===== src/rtl/pqr5_core_pkg.sv =====
// Shared PQR5 core definitions: datapath width, load funct3 encodings, WB state type.
`ifndef PQR5_XLEN
`define PQR5_XLEN 32
`endif

package pqr5_core_pkg;

    localparam int unsigned XLEN = `PQR5_XLEN;

    localparam logic [2:0] F3_LB  = 3'b000;
    localparam logic [2:0] F3_LH  = 3'b001;
    localparam logic [2:0] F3_LW  = 3'b010;
    localparam logic [2:0] F3_LBU = 3'b100;
    localparam logic [2:0] F3_LHU = 3'b101;

    typedef enum logic {
        IDLE,
        WAIT_LD
    } wb_state_t;

endpackage


===== src/rtl/load_align.sv =====
// Selects the addressed byte/halfword lane of a raw load word and sign/zero-extends it.
module load_align
    import pqr5_core_pkg::*;
(
    input  logic [2:0]      funct3,
    input  logic [1:0]      addr_lsb,
    input  logic [XLEN-1:0] rdata,
    output logic [XLEN-1:0] data
);

    logic [7:0]  lane_b;
    logic [15:0] lane_h;

    always_comb begin
        lane_b = rdata[{addr_lsb, 3'b000} +: 8];
        lane_h = addr_lsb[1] ? rdata[31:16] : rdata[15:0];
        case (funct3)
            F3_LB:   data = {{(XLEN-8){lane_b[7]}}, lane_b};
            F3_LBU:  data = {{(XLEN-8){1'b0}}, lane_b};
            F3_LH:   data = {{(XLEN-16){lane_h[15]}}, lane_h};
            F3_LHU:  data = {{(XLEN-16){1'b0}}, lane_h};
            F3_LW:   data = rdata;
            default: data = rdata;
        endcase
    end

endmodule


===== src/rtl/writeback.sv =====
// PQR5 writeback stage: registered single-cycle RF write, forwarding bus and retire counter.
module writeback
    import pqr5_core_pkg::*;
#(
    parameter bit FWD_EN = 1'b1
) (
    input  logic            clk,
    input  logic            aresetn,
    input  logic            i_valid,
    output logic            o_ready,
    input  logic            i_rd_we,
    input  logic [4:0]      i_rd_addr,
    input  logic            i_is_load,
    input  logic [2:0]      i_funct3,
    input  logic [1:0]      i_addr_lsb,
    input  logic [XLEN-1:0] i_alu_result,
    input  logic            i_dmem_rvalid,
    input  logic [XLEN-1:0] i_dmem_rdata,
    output logic            o_rf_wren,
    output logic [4:0]      o_rf_rdt_addr,
    output logic [XLEN-1:0] o_rf_rdt_data,
    output logic            o_fwd_valid,
    output logic [4:0]      o_fwd_addr,
    output logic [XLEN-1:0] o_fwd_data,
    output logic            o_retire,
    output logic [63:0]     o_instret
);

    wb_state_t       state_q, state_d;
    logic            pend_we;
    logic [4:0]      pend_rd;
    logic [2:0]      pend_f3;
    logic [1:0]      pend_lsb;

    logic [2:0]      al_f3;
    logic [1:0]      al_lsb;
    logic [XLEN-1:0] al_data;

    logic            fire, capture, wr_we;
    logic [4:0]      wr_rd;
    logic [XLEN-1:0] wr_data;

    logic            rf_wren_q, retire_q;
    logic [4:0]      rf_addr_q;
    logic [XLEN-1:0] rf_data_q;
    logic [63:0]     instret_q;

    // Aligner sees live inputs in IDLE and the latched load attributes in WAIT_LD.
    always_comb begin
        al_f3  = (state_q == WAIT_LD) ? pend_f3  : i_funct3;
        al_lsb = (state_q == WAIT_LD) ? pend_lsb : i_addr_lsb;
    end

    load_align u_align (
        .funct3   (al_f3),
        .addr_lsb (al_lsb),
        .rdata    (i_dmem_rdata),
        .data     (al_data)
    );

    always_comb begin
        state_d = state_q;
        fire    = 1'b0;
        capture = 1'b0;
        wr_we   = i_rd_we;
        wr_rd   = i_rd_addr;
        wr_data = i_alu_result;
        case (state_q)
            IDLE: begin
                if (i_valid) begin
                    if (!i_is_load) begin
                        fire = 1'b1;
                    end else if (i_dmem_rvalid) begin
                        fire    = 1'b1;
                        wr_data = al_data;
                    end else begin
                        capture = 1'b1;
                        state_d = WAIT_LD;
                    end
                end
            end
            WAIT_LD: begin
                wr_we   = pend_we;
                wr_rd   = pend_rd;
                wr_data = al_data;
                if (i_dmem_rvalid) begin
                    fire    = 1'b1;
                    state_d = IDLE;
                end
            end
            default: state_d = IDLE;
        endcase
    end

    always_ff @(posedge clk or negedge aresetn) begin
        if (!aresetn) begin
            state_q   <= IDLE;
            pend_we   <= 1'b0;
            pend_rd   <= '0;
            pend_f3   <= '0;
            pend_lsb  <= '0;
            rf_wren_q <= 1'b0;
            rf_addr_q <= '0;
            rf_data_q <= '0;
            retire_q  <= 1'b0;
            instret_q <= '0;
        end else begin
            state_q   <= state_d;
            if (capture) begin
                pend_we  <= i_rd_we;
                pend_rd  <= i_rd_addr;
                pend_f3  <= i_funct3;
                pend_lsb <= i_addr_lsb;
            end
            rf_wren_q <= fire && wr_we && (wr_rd != 5'd0);
            if (fire) begin
                rf_addr_q <= wr_rd;
                rf_data_q <= wr_data;
            end
            retire_q  <= fire;
            instret_q <= instret_q + {63'd0, retire_q};
        end
    end

    assign o_ready       = (state_q == IDLE);
    assign o_rf_wren     = rf_wren_q;
    assign o_rf_rdt_addr = rf_addr_q;
    assign o_rf_rdt_data = rf_data_q;
    assign o_fwd_valid   = FWD_EN ? rf_wren_q : 1'b0;
    assign o_fwd_addr    = rf_addr_q;
    assign o_fwd_data    = rf_data_q;
    assign o_retire      = retire_q;
    assign o_instret     = instret_q;

endmodule


===== config.mk =====
export PLATFORM = sky130hd
export DESIGN_NAME = writeback
export DESIGN_NICKNAME = d
export VERILOG_FILES = /design/src/rtl/pqr5_core_pkg.sv /design/src/rtl/load_align.sv /design/src/rtl/writeback.sv
export SDC_FILE = /design/constraint.sdc
export NUM_CORES = 1
export LEC_CHECK = 0
export BUFFER_PORTS_ARGS = -buffer_cell sky130_fd_sc_hd__buf_2
export CORE_MARGIN = 1
export CORE_UTILIZATION = 25
export DETAILED_ROUTE_END_ITERATION = 16
export PLACE_DENSITY = 0.45
export SYNTH_ARGS = -nofsm -noshare
export SYNTH_HDL_FRONTEND = slang
export SYNTH_SLANG_ARGS = --single-unit

===== constraint.sdc =====
create_clock -name clk -period 3 [get_ports clk]
set_clock_uncertainty 0.2 [all_clocks]
set_input_delay 0.3 -clock clk [delete_from_list [all_inputs] [get_ports clk]]
set_output_delay 0.3 -clock clk [all_outputs]
set_load 0.02 [all_outputs]

After elaboration in Yosys (flattened, before gate mapping). Index checks and enable logic that the tools add are counted.

Logic and storage cells: 39. Output and inout bits: 142. RAM bits: 0. Bits in latches: 0. Input port bits: 80. Memories kept: 0. Memory bits (read-only): 0. Bits in registers: 115.

Order comparisons: 0. Bitwise operators: 1. Divide/modulo/power cells: 0. Multipliers: 0. Reductions and logical operators: 4. Add/sub/neg operators: 1. Equal/unequal tests: 3. Shifts and indexed selects: 1. Multiplexer cells: 19.

Operators with widths (number): $pmux W32 S4 (1); $mux W32 (3); $add A64 B1 Y64 (1); $pmux W32 S2 (1); $shiftx A32 B6 Y8 (1); $mux W16 (1); $mux W1 (8); $eq A3 B3 Y1 const B (2); $mux W5 (1); $reduce_bool A5 Y1 (1); $pmux W1 S2 (2); $eq A3 B1 Y1 const B (1); $logic_not A3 Y1 (1); $mux W3 (1); $logic_and A1 B1 Y1 (2); $mux W2 (1); $not A1 Y1 (1).

Logic depth before layout (Yosys ltp). Gate-level depths: netlist of run 1.

Word-level depth: 7. Mapped depth: 8. Gate-level depth less buffers: 7.

By module. Synthesis of run 1 repeated with hierarchy kept, for this count alone.

Cell total of the unflattened synthesis: 610. Area, all modules: 6387.4 µm².

Modules (own cells, without submodules): writeback (times used 1, seq. area each 2877.8 µm², area each 5541.6 µm², cells each 514); load_align (times used 1, seq. area each 0.0 µm², area each 845.8 µm², cells each 96).

Worst setup path before layout of run 1. Ideal clock, no wire load.

Path type: reg2reg. Start: register instret_q[39], in the netlist o_instret[39]. End: register instret_q[62], in the netlist o_instret[62]. Data arrival time: 1.999 ns. Path buffers: 0. Stages on the path, launching flop included: 6. Setup slack: 0.721 ns. Cell sequence: dfrtp_1 > nand3_2 > or4_1 > or3_4 > nor4_4 > xor2_1.

Longest elaborated chain between the ends: 1.

RTL lines: start: declaration (line writeback.sv:46) `logic [63:0] instret_q;`; start signal: assignment (line writeback.sv:121) `instret_q <= instret_q + {63'd0, retire_q};`; $add A64 B1 Y64 (line writeback.sv:121).

Every way passes these cells. A chain may end at the register's enable or synchronous reset.

Final worst setup path of run 1.
Start: register state_q. End: register rf_data_q[20], in the netlist o_fwd_data[20].

Longest elaborated chain between the ends: 7. Elaborated cells between the ends (all ways): 15. Classes of those cells: eq/ne (3); shift (1); mux (9); bitwise (1); reduce/logical (1).

RTL lines: start: declaration (line writeback.sv:29) `wb_state_t state_q, state_d;`; start signal: assignment (line writeback.sv:108) `state_q <= state_d;`; $mux W2 or $mux W3 (tied branches) (line writeback.sv:51, writeback.sv:50); $shiftx A32 B6 Y8 (tied with other cells) (line load_align.sv:15) `lane_b = rdata[{addr_lsb, 3'b000} +: 8];`; $pmux W32 S4 (line load_align.sv:17) `case (funct3)`; $mux W32 (line writeback.sv:73) `end else if (i_dmem_rvalid) begin`; $mux W32 (line writeback.sv:71) `if (!i_is_load) begin`; $mux W32 (line writeback.sv:70) `if (i_valid) begin`; $pmux W32 S2 (line writeback.sv:68) `case (state_q)`; end signal: assignment (line writeback.sv:118) `rf_data_q <= wr_data;`; end: declaration (line writeback.sv:45) `logic [XLEN-1:0] rf_data_q;`.

Parallel ways exist; a longest one is shown, timed or not.

==> out/results.txt, run 1 <==
The worst setup path is launched from a flop. For the tightest hold margin, the log shows 0.0275 ns. The starting utilization of the core area is 0.258.

The mapped cell area is 5920 sq um. After detailed routing, the average wire length per cell comes to 16.2 um. The net count of the finished layout is 929.

Once layout is done, the placed cells without fillers occupy 8390 sq um. TritonCTS built the clock tree. The total via count after detailed routing was 5332; the portion of synthesized cell area occupied by the leading cell type was 0.486. The tools report the worst endpoint data arrival time as 2.85 ns.

The insertion delay to the later sink of the worst-skew pair came out at 0.41 ns. The classification of the worst setup path was flop to flop. The wire-length estimate of the detail-placed layout is 13.9 mm.

Before CTS, the worst setup slack after placement is 0.385 ns. For the maximum frequency from static timing analysis, the log shows 362 MHz. The slowest stage of the critical path belongs to the cell sky130_fd_sc_hd__dlygate4sd3_1. The die covers 24300 sq um.

Cell type contributing the most total cell area after synthesis: sky130_fd_sc_hd__dfrtp_1. For this run, the leading register cell type out of synthesis is sky130_fd_sc_hd__dfrtp_1. STA puts the critical path data required time at 3.09 ns. The clock tree synthesis step divided the H-tree into 4 levels. The die extent in y works out to 156 um.

The DRC violations left is 0. The tree built by TritonCTS fans out to 115 sinks. The first detailed-routing pass ran for 4 iterations. The share of the clock period used by the worst path after layout came out at 0.921.

The row count is 55. From synthesis to final layout, the design area changed by 41.8%. The count of flip-flops with a built-in enable after synthesis works out to 0. The count of nets left with antenna violations once routing finished came out at 0. The design draws 5.29 mW.

The share of final-layout standard cells stronger than drive strength 1 is 0.345, and the cell area after placement is 7180 sq um. Across the run, the number of max-cap violations was 0. In the synthesized netlist, the number of instances is 592. The run gives 22900 sq um as the placeable core region. The run finished with clean final reports.

For the sequential cell area fraction in the yosys report, the log shows 0.486. In this run the worst path has a maximum fanout of 16. When the netlist entered floorplanning its net count stood at 674. For this run, the slowest stage of the critical path takes 0.56 ns. Setup violations remaining at the end of the flow were counted as 0. The async set or reset register ratio after synthesis was 1.00.

Summed over all cells, the static leakage comes to 4.05 nW. After synthesis the netlist holds a flip-flop and latch count of 115. The number of antenna violations at the first check in global routing is 3, and the horizontal extent of the die is 156 um. Setup repair after global routing left no endpoint under its margin. On the critical path the largest part of the delay comes from multiplexers. Ranked by total cell area, the synthesized netlist is headed by sky130_fd_sc_hd__dfrtp_1, sky130_fd_sc_hd__xnor2_1, sky130_fd_sc_hd__buf_4. The final estimated routing congestion in global placement was 0.830.

In this run the clock root is driven by a sky130_fd_sc_hd__clkbuf_16. The number of buffers inserted by port buffering was 221; the count of final max-slew check failures was 0. The minimum clock period after layout is 2.76 ns, and the synthesized area divided by synthesized cell count is 10.0 sq um. For the pin with the worst max-slew slack, the measured transition is 0.682 ns. By instance count, the leading cell after synthesis is sky130_fd_sc_hd__dfrtp_1.

The clock input transition at the sequential cells of the worst setup and hold paths works out to 0.06 ns. Yosys printed 0 warnings. The logs give 17 for the total CTS buffers and 57 for the pin count of the biggest net entering global routing. The power per cell area came out at 630 nW/um^2.

Traced cell by cell, the critical path runs through mux2_2 > mux2i_1 > mux2i_1 > a21oi_1 > buf_4 > a21oi_1 > dlygate4sd3_1. The run gives 0 ns as the sum of negative setup slack. The buffer levels on the longest clock path is 2, and the leftover overflow at the end of global routing is 0. The worst relative slew slack was 0.545. By count the netlist is led by sky130_fd_sc_hd__dfrtp_1, sky130_fd_sc_hd__nand2_1, sky130_fd_sc_hd__buf_4, sky130_fd_sc_hd__xnor2_1, sky130_fd_sc_hd__a21oi_1.

The kind of end point of the critical path was a flop. The aggregate global-route resource usage was 0.161; the post-route worst setup slack was 0.236 ns. The run gives 222 as the I/O pin count. The final-report hold violation count was 0. In the routed layout, each cell is associated on average with a via count of 4.55.

The via count of the first global-routing pass was 5242; the buffering stage count on the worst path with inverters included was 2. The final wirelength was 18.9 mm. The worst hold path belongs to the class input pin to flop.

The logs give 0.301 mV for the largest voltage drop on the vdd net and 44 for the number of different library cells in the post-synthesis netlist. The detailed router finished its first iteration with 216 violations. The first global-routing pass estimated 29.8 mm of wire.
## logic make-up after synthesis
family,count (synthesis),share of synthesized area
flops,115,0.486
mux,33,0.0609
simple gates,206,0.184
compound gates,103,0.101
buf+inv,71,0.0717
xor+xnor,62,0.0918
fa+ha+maj,2,0.00423
## power breakdown
group / internal [mW] / switching [mW] / leakage, nW / total, mW
registers: 1.73 / 0.168 / 1.48 / 1.90
logic: 0.487 / 0.726 / 2.26 / 1.21
clock network: 1.44 / 0.737 / 0.308 / 2.18
## what timing repair did
item                       CTS  global route
hold endpoints to repair    76             0
resized for setup            0             2
hold buffers                58             0
setup endpoints to repair    0            12
setup buffers                0             0
## final timing paths
check / start / slack (ns) / cells past startpoint / to
max: state_q$_DFF_PN0_ / 0.24 / 7 / o_fwd_data[20]$_DFFE_PN0P_
min: i_alu_result[8] / 0.03 / 3 / o_fwd_data[8]$_DFFE_PN0P_
max reg2reg: state_q$_DFF_PN0_ / 0.24 / 7 / o_fwd_data[20]$_DFFE_PN0P_
min reg2reg: o_instret[63]$_DFF_PN0_ / 0.26 / 1 / o_instret[63]$_DFF_PN0_
max in group asynchronous: aresetn / 1.61 / 3 / state_q$_DFF_PN0_
min in group asynchronous: aresetn / 0.20 / 2 / o_instret[63]$_DFF_PN0_
## metrics by stage
step,util,std cells
5_1_grt,0.366,1171
2_1_floorplan,-,592
6_report,0.366,1172
3_5_place_dp,0.313,1083
3_3_place_gp,0.313,1083
4_1_cts,0.366,1171
## cells in the final DEF (no fill, tap or decap), types with 14 or more instances in the layout
cell / Yosys / layout
sky130_fd_sc_hd__nand3_1: 24 / 24
sky130_fd_sc_hd__mux2_2: 14 / 14
sky130_fd_sc_hd__nand4_1: 17 / 17
sky130_fd_sc_hd__dlygate4sd3_1: 0 / 58
sky130_fd_sc_hd__o21ai_0: 28 / 28
sky130_fd_sc_hd__mux2i_1: 18 / 17
sky130_fd_sc_hd__nand2_1: 71 / 71
sky130_fd_sc_hd__xor2_1: 27 / 27
sky130_fd_sc_hd__a21oi_1: 33 / 33
sky130_fd_sc_hd__clkbuf_16: 0 / 17
sky130_fd_sc_hd__o22ai_1: 26 / 25
sky130_fd_sc_hd__dfrtp_1: 115 / 114
sky130_fd_sc_hd__nor3_1: 15 / 15
sky130_fd_sc_hd__buf_2: 6 / 220
sky130_fd_sc_hd__nor2_1: 28 / 28
sky130_fd_sc_hd__buf_4: 40 / 16
sky130_fd_sc_hd__xnor2_1: 35 / 35
## routing by layer
layer | vias up | global-route usage | routed length [um]
met1 | 2529 | 0.203 | 8570
met5 | - | 0 | 13
li1 | 2603 | - | -
met3 | 16 | 0.0444 | 1060
met2 | 182 | 0.266 | 9090
met4 | 2 | 0.0476 | 191
## worst reg2reg max path, stage by stage (launching register included)
cell and delay, ns:
sky130_fd_sc_hd__dfrtp_2 0.48, sky130_fd_sc_hd__mux2_2 0.45, sky130_fd_sc_hd__mux2i_1 0.32, sky130_fd_sc_hd__mux2i_1 0.11, sky130_fd_sc_hd__a21oi_1 0.17, sky130_fd_sc_hd__buf_4 0.26, sky130_fd_sc_hd__a21oi_1 0.10, sky130_fd_sc_hd__dlygate4sd3_1 0.56
## final cells by class
type / instances / area (sq um)
Antenna cell: 1 / 2.50
Clock buffer: 20 / 467
Clock inverter: 10 / 156
Fill cell: 2378 / 14500
Inverter: 12 / 45.0
Multi-Input combinational cell: 406 / 2630
Sequential cell: 115 / 2880
Tap cell: 313 / 392
Timing Repair Buffer: 295 / 1820
## sequential cells by signal, summed over array words and instances, names as in the netlist, 2 cells and up
register	flops
pend_rd	5
pend_f3	3
o_instret	64
o_fwd_data	32
pend_lsb	2
o_fwd_addr	5
No activity file was read; power rests on OpenSTA's default activity.
==> run 2: changes to the inputs <==
PLACE_DENSITY = unset   (was 0.45)
PLACE_DENSITY_LB_ADDON = 0.05   (was unset)
==> out/results.txt, run 2 (synthesis results as in run 1) <==
The first routing iteration left 244 violations. In this run the worst hold path is classified as input pin to flop. Summing all placed instances gives a cell area of 7170 sq um. After detailed routing, the total wire length is 19.2 mm. The fill cell total of the finished layout was 2406; the maximum level of the CTS H-tree was 4.

Dividing the detail-routed wire length by the instance count gives 16.4 um. Setup violations remaining at the end of the flow were counted as 0. The run gives 14.1 mm as the post-DP HPWL. For the number of antenna-violating nets in the routed design, the log shows 0. The aggregate global-route resource usage was 0.163. The final route contains 5444 vias.

Total CTS buffers: 17. The via count of the first global-routing pass was 5456; the floorplan die area was 24300 sq um. The library cell used most frequently in the layout, excluding fill and tap cells, is sky130_fd_sc_hd__buf_2.

Among all stages on the critical path, the largest delay is contributed by sky130_fd_sc_hd__dlygate4sd3_1. The post-synthesis to final-layout area growth was 41.9%. Number of buffers inserted by port buffering: 221. The clock input transition at the sequential cells of the worst setup and hold paths is 0.06 ns. The number of vias per cell after detailed routing was 4.65. The insertion delay to the later sink of the worst-skew pair was 0.41 ns; the count of nets after finishing was 925. The worst path meets setup with 0.150 ns of slack.

The first global-routing pass estimated 30.4 mm of wire. The top cell types in the final layout, fill and taps aside, are sky130_fd_sc_hd__buf_2, sky130_fd_sc_hd__dfrtp_1, sky130_fd_sc_hd__nand2_1. Subtracting the final worst setup slack from the clock period gives 2.85 ns. TritonCTS built the clock tree. The number of flip-flops under the largest register name was 64; the cell count of the worst hold path was 3. The flow ran to the end, and the final reports show no timing, DRC or antenna violations. The tools report the starting utilization of the core area as 0.258. For the worst endpoint data arrival time, the log shows 2.94 ns. The tools report the final estimated routing congestion in global placement as 0.872. Endpoint of the lowest-slack register-to-register path: o_fwd_data[16]$_DFFE_PN0P_. The worst setup path is captured at a flop. The static leakage power is 4.05 nW, and the post-route standard cell area excluding fillers is 8400 sq um. The horizontal extent of the die was 156 um. For the worst setup slack after placement, the log shows 0.492 ns.

In this run the power density over the cells is 646 nW/um^2. The region available for standard cell placement spans 22900 sq um. The share of final-layout standard cells stronger than drive strength 1 came out at 0.347. The buffer levels on the longest clock path is 2, and the depth of the worst register-to-register path is 7.

The end point of the critical path was o_fwd_data[16]$_DFFE_PN0P_. In this run the register-to-register setup slack is 0.15 ns. In this run the count of I/O pins placed on the die edge is 222.

In this run the critical register-to-register path is launched from state_q$_DFF_PN0_. Maximum frequency from static timing analysis: 351 MHz. The share of the clock period used by the worst path after layout was 0.950; the total iterations of the first detailed-routing run was 4.

The sum of negative setup slack came out at 0 ns. The required time at the worst-slack endpoint came out at 3.09 ns. The logs give 0 for the number of buffers inserted by post-CTS setup repair and 115 for the clock sink count.

The pin slew with the least headroom to its limit was 0.745 ns; the number of maximum-capacitance constraint violations was 0. The floorplan step set the die height to 156 um. The root buffer selected by CTS was sky130_fd_sc_hd__clkbuf_16. Traced cell by cell, the critical path runs through mux2_2 > mux2i_1 > mux2i_1 > a21oi_1 > buf_4 > a21oi_1 > dlygate4sd3_1. Worst relative slew slack: 0.503. The count of final max-slew check failures was 0; the DRC violations left was 0. Setup repair after global routing left no endpoint under its margin. The logs give 0 for the leftover overflow at the end of global routing and 55 for the row count. The run gives 0 as the final-report hold violation count. The tools report the element type at the critical path start as a flop.

The worst stage delay on the critical path is 0.57 ns. The critical path launch point is state_q$_DFF_PN0_. Classification of the worst setup path: flop to flop. The highest fanout seen on the critical path works out to 16.

The worst-case IR drop observed on VDD is 0.293 mV. Entering global routing, the biggest net connects 63 pins. The number of antenna violations at the first check in global routing was 1; the total power draw was 5.42 mW.
==> run 2: critical path, delay by kind of cell (launching register included) <==
kind / cells / cell delay (ns)
buffers and inverters: 2 / 0.83
AO/OA/AOI/OAI: 2 / 0.29
multiplexers: 3 / 0.90
flip-flops: 1 / 0.49
==> run 2: worst min path at each step <==
stage | startpoint | end
final | i_alu_result[8] | o_fwd_data[8]$_DFFE_PN0P_
after global routing | i_alu_result[11] | o_fwd_data[11]$_DFFE_PN0P_
after CTS | i_alu_result[8] | o_fwd_data[8]$_DFFE_PN0P_
after detailed placement | aresetn | o_instret[12]$_DFF_PN0_
after global placement | aresetn | o_instret[13]$_DFF_PN0_
after floorplan | aresetn | o_fwd_addr[0]$_DFFE_PN0P_
==> run 2: where the power goes <==
part / internal [mW] / leakage, nW / switching [mW]
combinational: 0.480 / 2.25 / 0.732
sequential: 1.73 / 1.48 / 0.168
clock: 1.51 / 0.322 / 0.803
total: 3.72 / 4.05 / 1.70
==> run 2: layer usage <==
layer  track usage  routed length [um]  vias up
li1              -                   -     2587
met2         0.263                8980      166
met4        0.0654                 400        0
met1         0.215                9000     2665
met5             0                   0        -
met3        0.0303                 786       26
==> run 2: timing repair <==
| action | in CTS | in global routing |
|---|---|---|
| hold buffers | 55 | 0 |
| setup endpoints to repair | 0 | 17 |
| endpoints found under the hold margin | 66 | 0 |
| resized for setup | 0 | 3 |
==> run 2: final cells by class <==
class                      instances  area (sq um)  area share
tap                              313           392      0.0466
multi-input combinational        406          2630       0.313
clock inverter                    14           224      0.0267
sequential                       115          2880       0.343
clock buffer                      18           439      0.0523
timing repair buffer             291          1780       0.212
antenna                            1          2.50    0.000298
inverter                          12          45.0     0.00536
==> run 2: through the flow <==
stage               cells  utilization  hold slack [ns]
floorplan             592            -           -0.196
global placement     1082        0.313           0.0532
detailed placement   1082        0.313           0.0620
CTS                  1169        0.366         0.000665
global route         1170        0.366           0.0419
finish               1170        0.366           0.0199
==> run 3: changes to the inputs <==
CAP_MARGIN = 5   (was unset)
CORE_ASPECT_RATIO = 0.8   (was unset)
==> out/results.txt, run 3 (synthesis results as in run 1) <==
The starting utilization of the core area came out at 0.259. STA classifies the critical path endpoint as a flop. Dividing total power by cell area gives a power density of 635 nW/um^2. The final layout contains 927 nets. The worst hold path begins at i_alu_result[5]. For the worst endpoint data arrival time, the log shows 2.93 ns. The worst-case IR drop observed on VDD is 0.304 mV. The detailed router placed 5334 vias in this run.

In the routed layout, each cell is associated on average with a via count of 4.58. Sum of negative setup slack: 0 ns. The root buffer selected by CTS was sky130_fd_sc_hd__clkbuf_16. The initial DRC count was 274; the die extent in y was 140 um. The number of antenna violations at the first check in global routing is 0. The final-report hold violation count is 0, and the leftover overflow at the end of global routing is 0. The startpoint identified for the worst register-to-register timing path is state_q$_DFF_PN0_. The element type at the critical path start was a flop. The run gives 4.05 nW as the static leakage power. The DRC violations left is 0. Counting every sink on the clock net gives 115. The count of final max-slew check failures is 0. The depth of the worst register-to-register path was 7; the aggregate global-route resource usage was 0.160. The congestion estimate from routability-driven global placement came to 0.805. The worst relative slew slack is 0.394, and the area taken by multi-input logic gates is 2650 sq um.

Number of antenna-violating nets in the routed design: 0. The H-tree generated during clock tree synthesis spans 4 levels. Highest fanout seen on the critical path: 16.

Horizontal extent of the die: 174 um. The number of maximum-capacitance constraint violations came out at 0. For this design the top-level I/O count stands at 222. The flow ran to the end, and the final reports show no timing, DRC or antenna violations.

Clock tree synthesis inserted a total of 17 buffers. The global-route wire length before repair was 29.9 mm; the placeable core region was 22900 sq um. Entering global routing, the biggest net connects 116 pins. The min-delay analysis places its worst path in the category input pin to flop. The longest clock path from root to sink contains 2 buffers. The capture endpoint of the worst hold path is o_fwd_data[5]$_DFFE_PN0P_.

TritonCTS built the clock tree. The logs give 5244 for the via count of the first global-routing pass and 352 MHz for the maximum frequency from static timing analysis. The run gives 0 as the final setup violation count. In the final routed layout, each cell accounts on average for 16.2 um.

The post-synthesis to final-layout area growth was 41.8%. Setup repair after global routing left no endpoint under its margin. 0 antenna diodes ended up in the layout.

Clock input transition at the sequential cells of the worst setup and hold paths: 0.05 ns. The top cell types in the final layout, fill and taps aside, are sky130_fd_sc_hd__buf_2, sky130_fd_sc_hd__dfrtp_1, sky130_fd_sc_hd__nand2_1. Counting instances, the worst hold path has a depth of 3. The logs give 0.16 ns for the register-to-register path setup slack and 0.41 ns for the insertion delay to the later sink of the worst-skew pair. The fill cell total of the finished layout is 2391, and the row count is 49. The register with the most flip-flops in the layout has 64 of them. Before antenna repair, the detailed router went through 4 iterations. At the worst endpoint, the required time is 3.09 ns. After layout, the design draws a total of 5.33 mW.

The critical path in this run is classified as flop to flop. The share of the clock period used by the worst path after layout is 0.946, and the flip-flop and latch area is 2880 sq um. Wires add up to 18.8 mm.

Subtracting the final worst setup slack from the clock period gives 2.84 ns. The post-DP HPWL came out at 13.5 mm. The share of final-layout standard cells stronger than drive strength 1 came out at 0.347.

The number of buffers inserted by port buffering was 221. The floorplan die area is 24300 sq um. The library cell used most frequently in the layout, excluding fill and tap cells, is sky130_fd_sc_hd__buf_2. At the pin with the least slew margin, the transition time is 0.906 ns.

The tools report the endpoint of the lowest-slack register-to-register path as o_fwd_data[26]$_DFFE_PN0P_.
[run 3: per-stage QoR]
step	util	area [sq um]	worst slack [ns]	instances	hold WS, ns
after CTS	0.366	8370	0.0880	1164	0.000264
after detailed placement	0.314	7180	0.00161	1077	0.260
final	0.367	8390	0.163	1164	0.0149
after global placement	0.314	7180	0.0984	1077	0.256
after global routing	0.367	8390	0.0115	1164	0.00268
after floorplan	-	5920	0.721	592	-0.196
[run 3: worst max-delay path by stage]
stage	to	slack [ns]	from
detailed placement	o_fwd_data[7]$_DFFE_PN0P_	0.002	state_q$_DFF_PN0_
global route	o_fwd_data[26]$_DFFE_PN0P_	0.01	state_q$_DFF_PN0_
CTS	o_fwd_data[30]$_DFFE_PN0P_	0.09	state_q$_DFF_PN0_
floorplan	o_instret[62]$_DFF_PN0_	0.72	o_instret[39]$_DFF_PN0_
global placement	o_fwd_data[7]$_DFFE_PN0P_	0.1	state_q$_DFF_PN0_
finish	o_fwd_data[26]$_DFFE_PN0P_	0.16	state_q$_DFF_PN0_
[run 3: power by group]
part / switching [mW] / internal, mW / total (mW)
clock network: 0.783 / 1.44 / 2.22
registers: 0.159 / 1.73 / 1.89
logic: 0.735 / 0.485 / 1.22
total: 1.68 / 3.65 / 5.33
[run 3: critical path: stages (launching register included)]
cell,delay (ns)
sky130_fd_sc_hd__dfrtp_1,0.48
sky130_fd_sc_hd__mux2_2,0.51
sky130_fd_sc_hd__mux2i_1,0.30
sky130_fd_sc_hd__mux2i_1,0.13
sky130_fd_sc_hd__a21oi_1,0.16
sky130_fd_sc_hd__buf_4,0.25
sky130_fd_sc_hd__a21oi_1,0.10
sky130_fd_sc_hd__dlygate4sd3_1,0.57
[run 3: final cells by class]
type,instances,share of cell area
tap,306,0.0456
timing repair buffer,293,0.214
sequential,115,0.343
clock buffer,20,0.0544
inverter,12,0.00537
clock inverter,12,0.0215
multi-input combinational,406,0.316
[run 3: what timing repair did]
| item | in CTS | in global routing |
|---|---|---|
| cloned | 0 | 0 |
| gates resized for setup | 1 | 4 |
| setup buffers | 0 | 0 |
| endpoints found under the hold margin | 155 | 0 |
| hold buffers | 55 | 0 |
| endpoints found under the setup margin | 1 | 17 |
[run 3: routing by layer]
layer	part of all wire	GRT usage	vias up
li1	-	-	2581
met4	0.012	0.0434	0
met2	0.46	0.246	137
met1	0.48	0.221	2603
met5	0	0	-
met3	0.056	0.0407	13
